<file path="config.mk">
export PLATFORM = sky130hd
export DESIGN_NAME = evr_event_decoder
export DESIGN_NICKNAME = d
export VERILOG_FILES = /design/src/rtl/evr_event_decoder.sv
export SDC_FILE = /design/constraint.sdc
export NUM_CORES = 1
export LEC_CHECK = 0
export BUFFER_PORTS_ARGS = -buffer_cell sky130_fd_sc_hd__buf_2
export CAP_MARGIN = 5
export CORE_MARGIN = 3
export CORE_UTILIZATION = 50
export CTS_CLUSTER_DIAMETER = 120
export DETAILED_ROUTE_END_ITERATION = 10
export PLACE_DENSITY = 0.84
export SLEW_MARGIN = 20
export SYNTH_ARGS = -nofsm -noshare
export SYNTH_HDL_FRONTEND = slang
export SYNTH_SLANG_ARGS = --single-unit
</file>
<file path="constraint.sdc">
create_clock -name Clock -period 7.5 [get_ports Clock]
set_input_delay 1.5 -clock Clock [delete_from_list [all_inputs] [get_ports Clock]]
set_output_delay 1.5 -clock Clock [all_outputs]
set_load 0.01 [all_outputs]
</file>
<file path="src/rtl/evr_event_decoder.sv">
// Event receiver front end: link-lock FSM, event/dbus decode, seconds/ticks timestamp
// built from 0x70/0x71 shift events and the 0x7D seconds latch, plus an event-triggered latch.
module evr_event_decoder #(
  parameter int LOCK_WORDS    = 64,
  parameter int ERR_LIMIT     = 4,
  parameter int ERR_WINDOW    = 1024,
  parameter int COMMA_TIMEOUT = 4096
) (
  input  logic        Clock,
  input  logic        Reset,
  input  logic [15:0] rx_data,
  input  logic [1:0]  rx_charisk,
  input  logic        rx_error,
  input  logic [7:0]  latch_event,
  output logic [7:0]  event_stream,
  output logic [7:0]  dbus,
  output logic        link_locked,
  output logic [31:0] ts_seconds,
  output logic [31:0] ts_ticks,
  output logic        ts_valid,
  output logic        ts_error,
  output logic [31:0] latched_seconds,
  output logic [31:0] latched_ticks,
  output logic        latch_strobe,
  output logic [15:0] err_count
);

  localparam logic [1:0] HUNT   = 2'd0;
  localparam logic [1:0] CHECK  = 2'd1;
  localparam logic [1:0] LOCKED = 2'd2;

  localparam int GW = $clog2(LOCK_WORDS + 1);
  localparam int WW = $clog2(ERR_WINDOW + 1);
  localparam int EW = $clog2(ERR_LIMIT + 1);
  localparam int CW = $clog2(COMMA_TIMEOUT + 1);
  localparam logic [GW-1:0] GOOD_LAST = GW'(LOCK_WORDS - 1);
  localparam logic [WW-1:0] WIN_LAST  = WW'(ERR_WINDOW - 1);
  localparam logic [EW-1:0] ERR_LAST  = EW'(ERR_LIMIT - 1);
  localparam logic [CW-1:0] GAP_LAST  = CW'(COMMA_TIMEOUT - 1);

  logic [1:0]    state;
  logic [GW-1:0] goodCnt;
  logic [WW-1:0] winCnt;
  logic [EW-1:0] winErr;
  logic [CW-1:0] commaGap;
  logic [31:0]   shiftReg;
  logic [5:0]    bitCnt;

  logic       locked, isComma, winEnd, loseLock, wordValid;
  logic [7:0] evt;

  assign locked      = (state == LOCKED);
  assign link_locked = locked;
  assign isComma     = rx_charisk[0] && (rx_data[7:0] == 8'hBC) && !rx_error;
  assign winEnd      = (winCnt == WIN_LAST);
  // Either loss condition kills this word's decode so outputs drop on the same edge.
  assign loseLock    = locked && ((rx_error && winErr == ERR_LAST) ||
                                  (!isComma && commaGap == GAP_LAST));
  assign wordValid   = locked && !rx_error && !rx_charisk[0] && !loseLock;
  assign evt         = wordValid ? rx_data[7:0] : 8'h00;

  always_ff @(posedge Clock) begin
    if (Reset) begin
      state           <= HUNT;
      goodCnt         <= '0;
      winCnt          <= '0;
      winErr          <= '0;
      commaGap        <= '0;
      shiftReg        <= '0;
      bitCnt          <= '0;
      event_stream    <= '0;
      dbus            <= '0;
      ts_seconds      <= '0;
      ts_ticks        <= '0;
      ts_valid        <= 1'b0;
      ts_error        <= 1'b0;
      latched_seconds <= '0;
      latched_ticks   <= '0;
      latch_strobe    <= 1'b0;
      err_count       <= '0;
    end else begin
      event_stream <= evt;
      ts_error     <= 1'b0;
      latch_strobe <= 1'b0;
      if (locked && !rx_error && !rx_charisk[1]) dbus <= rx_data[15:8];
      if (rx_error && err_count != 16'hFFFF) err_count <= err_count + 16'd1;

      case (state)
        HUNT:    if (isComma) begin state <= CHECK; goodCnt <= '0; end
        CHECK:   if (rx_error) state <= HUNT;
                 else if (goodCnt == GOOD_LAST) state <= LOCKED;
                 else goodCnt <= goodCnt + GW'(1);
        LOCKED:  if (loseLock) state <= HUNT;
        default: state <= HUNT;
      endcase

      // Error window and comma gap only run while locked; they start fresh on each lock.
      if (!locked || loseLock) begin
        winCnt   <= '0;
        winErr   <= '0;
        commaGap <= '0;
      end else begin
        winCnt   <= winEnd ? '0 : winCnt + WW'(1);
        winErr   <= winEnd ? '0 : (rx_error ? winErr + EW'(1) : winErr);
        commaGap <= isComma ? '0 : commaGap + CW'(1);
      end

      if (loseLock) begin
        ts_valid <= 1'b0;
        shiftReg <= '0;
        bitCnt   <= '0;
      end else begin
        if (ts_valid) ts_ticks <= ts_ticks + 32'd1;
        if (evt == 8'h70 || evt == 8'h71) begin
          shiftReg <= {shiftReg[30:0], evt[0]};
          if (bitCnt != 6'd33) bitCnt <= bitCnt + 6'd1;
        end else if (evt == 8'h7D) begin
          shiftReg <= '0;
          bitCnt   <= '0;
          if (bitCnt == 6'd32) begin
            ts_seconds <= shiftReg;
            ts_ticks   <= '0;
            ts_valid   <= 1'b1;
          end else begin
            ts_error <= 1'b1;
          end
        end
      end

      // Captures pre-edge values, so latching on 0x7D records the time before reload.
      if (latch_event != 8'h00 && evt == latch_event) begin
        latched_seconds <= ts_seconds;
        latched_ticks   <= ts_ticks;
        latch_strobe    <= 1'b1;
      end
    end
  end

endmodule
</file>
==> run_results.csv <==
group,metric,value,unit
worst_setup_path,end_kind,"flop",
synthesis,yosys-top-cells-area,"dfxtp_1 (49%), nand2_1 (9.3%), mux2i_1 (7.1%)",
grt,grt_pass1_vias,7879,
worst_setup_path,cpMaxStageDelayCell,"or4b_2",
timing,slew_violations,0,
finish,area_growth,19.4,%
placement,hpwl,15300,um
grt,grt_pass1_wl,37400,um
timing,fin_tns_setup,0,ps
drt,vias,8308,
grt,antenna_found_initial,0,
drt,drt_iter0_markers,403,
cts,ctsResizeCount,0,
worst_hold_path,holdPathStages,1,
placement,gp_congestion,0.792,
pwr,irDropWorstVdd,0.169,mV
cts,ctsHoldBuffers,0,
timing,rsz0062_at_grt,"false",
synthesis,synth_fp_nets,1146,
drt,wire_per_inst,14.4,um
cts,cts_tree,"yes",
cts,clock_latency,520,ps
synthesis,ys.flop_type,"dfxtp_1",
run_status,status,"finished clean",
floorplanning,io_pins,193,
grt,overflow,0,
timing,setup-violations-final,0,
worst_setup_path,crit_path_cell_trace,"buf_2, and4bb_2, nand3_1, nand4b_1, or4b_2, nand2_1, o21ba_2",
cts,cts_root_buffer,"clkbuf_16",
worst_setup_path,start_kind,"input port",
worst_hold_path,hold_path.class,"flop to flop",
floorplanning,die_x,146,um
grt,grt_max_degree,74,
finish,utilization,61.6,%
worst_setup_path,worstPathRequired,7920,ps
worst_setup_path,slowest_delay,980,ps
finish,n_antenna_cell,0,
synthesis,yosys_register_bits,237,
synthesis,ys_seq_area_share,48.7,%
timing,slew_headroom,26.7,%
synthesis,synth_edf_count,0,
floorplanning,die_area,21200,sq um
synthesis,async_flop_share,0,%
synthesis,syn_area,9740,sq um
floorplanning,die_h,146,um
timing,period_share,59.7,%
pwr,finalPower,0.00253,W
timing,hold_viol_final,0,
synthesis,syn_inst,1107,
cts,htreeDepth,1,
synthesis,netlist.area_leader.share,48.7,%
finish,drive_gt1_share,19.9,%
timing,timing.final.crit_period,4480,ps
cts,path_clk_slew,60,ps
floorplanning,initial_core_util,51.6,%
worst_setup_path,path_class,"input port to flop",
finish,nets,1309,
placement,numPortBuffers,192,
synthesis,yosysWarnings,0,
cts,cts_num_sinks,237,
cts,cts_setup_buffers,0,
floorplanning,rows,50,
pwr,p_per_area,217,nW/um^2
synthesis,synth_top_area_cell,"dfxtp_1",
timing,worstMarginPinSlew,1100,ps
pwr,power_leakage,4.60,nW
cts,clockBufferDepth,3,
timing,final.setup_skew,17.1,ps
cts,cts_buffers,25,
grt,track_usage,20.2,%
timing,timing.hold.ws,448,ps
synthesis,yosysUniqueCellTypes,55,
drt,viasPerCell,5.37,
worst_setup_path,critPathArrivalTime,4900,ps
drt,drc,0,
timing,fmax,0.223,GHz
floorplanning,core,18900,sq um
worst_setup_path,reg2reg_depth,9,
timing,layout_setup_ws,3020,ps
placement,place_ws,2460,ps
finish,final_common_cell,"nand2_1",
drt,detail_route.first_pass.iterations,5,
finish,most-common-layout-cells,"nand2_1 (242), dfxtp_1 (237), buf_2 (192)",
worst_setup_path,cp_max_fo,33,
drt,routed_wl,22300,um
drt,postRouteAntennaNets,0,
flow_run,max-cap-violations,0,
synthesis,syn_avg_cell_area,8.80,sq um
-- area by class of cell --
cell class                      instances  area [sq um]
Inverter                               17          66.3
Clock inverter                          7           100
Fill cell                            1614          7260
Timing Repair Buffer                  201          1030
Sequential cell                       237          4740
Multi-Input combinational cell        788          4650
Tap cell                              260           325
Clock buffer                           36           717
-- critical path, delay by kind of cell --
kind / cells / cell delay (ps)
simple gates: 5 / 2890
compound gates: 1 / 260
buf+inv: 1 / 220
-- through the flow --
stage,cells,instance area [sq um]
CTS,1546,11600
finish,1546,11600
global route,1546,11600
global placement,1503,10800
detailed placement,1503,10800
floorplan,1107,9740
-- state kept, by name, indices dropped and copies added, names as in the netlist --
register	flops
winErr	3
winCnt	11
latch_strobe	1
bitCnt	6
err_count	16
state	2
ts_seconds	32
ts_ticks	32
dbus	8
latched_ticks	32
shiftReg	32
commaGap	13
goodCnt	7
latched_seconds	32
event_stream	8
ts_valid	1
ts_error	1
-- synth_stat cells (all sizes together), types with 5 or more instances --
master,instances
clkbuf,48
buf,17
a22oi,33
o211ai,14
ha,10
inv,17
dfxtp,237
and3,26
xor2,40
a211oi,5
a31oi,5
nor2,116
or3,14
nor3,11
and2,7
nand3,25
xnor2,24
mux2i,69
nand4,8
nand2,242
a21oi,58
and4,9
o2111ai,11
o21ai,17
-- path summary, 6_finish.rpt --
check / start / end / slack (ps)
worst max-delay path: rx_error / ts_ticks[11]$_SDFFE_PP0N_ / 3020
worst min-delay path: commaGap[0]$_SDFF_PP0_ / commaGap[0]$_SDFF_PP0_ / 450
worst max register to register: commaGap[0]$_SDFF_PP0_ / latched_seconds[16]$_SDFFE_PP0P_ / 3900
worst min register to register: commaGap[0]$_SDFF_PP0_ / commaGap[0]$_SDFF_PP0_ / 450
-- routing by layer --
metal,part of all wire [%],track usage (%),up-vias
li1,-,-,4107
met3,6.1,3.92,42
met5,0,0,-
met4,2.3,5.65,0
met1,44,25.6,3914
met2,48,35.4,245
-- cells by family after synthesis --
group / after synthesis / share of synthesized area (%)
buf+inv: 82 / 3.79
simple gates: 486 / 22.6
mux: 69 / 7.09
compound gates: 159 / 10.8
flops: 237 / 48.7
xor+xnor: 64 / 5.75
fa+ha+maj: 10 / 1.28
-- where the power goes --
| group | switching, W | internal [W] | leakage [nW] | total [W] |
|---|---|---|---|---|
| clock network | 0.000483 | 0.000733 | 0.405 | 0.00122 |
| registers | 0.00000125 | 0.00126 | 1.91 | 0.00126 |
| logic | 0.0000377 | 0.0000150 | 2.29 | 0.0000527 |
Power figures use the tool's default switching activity.
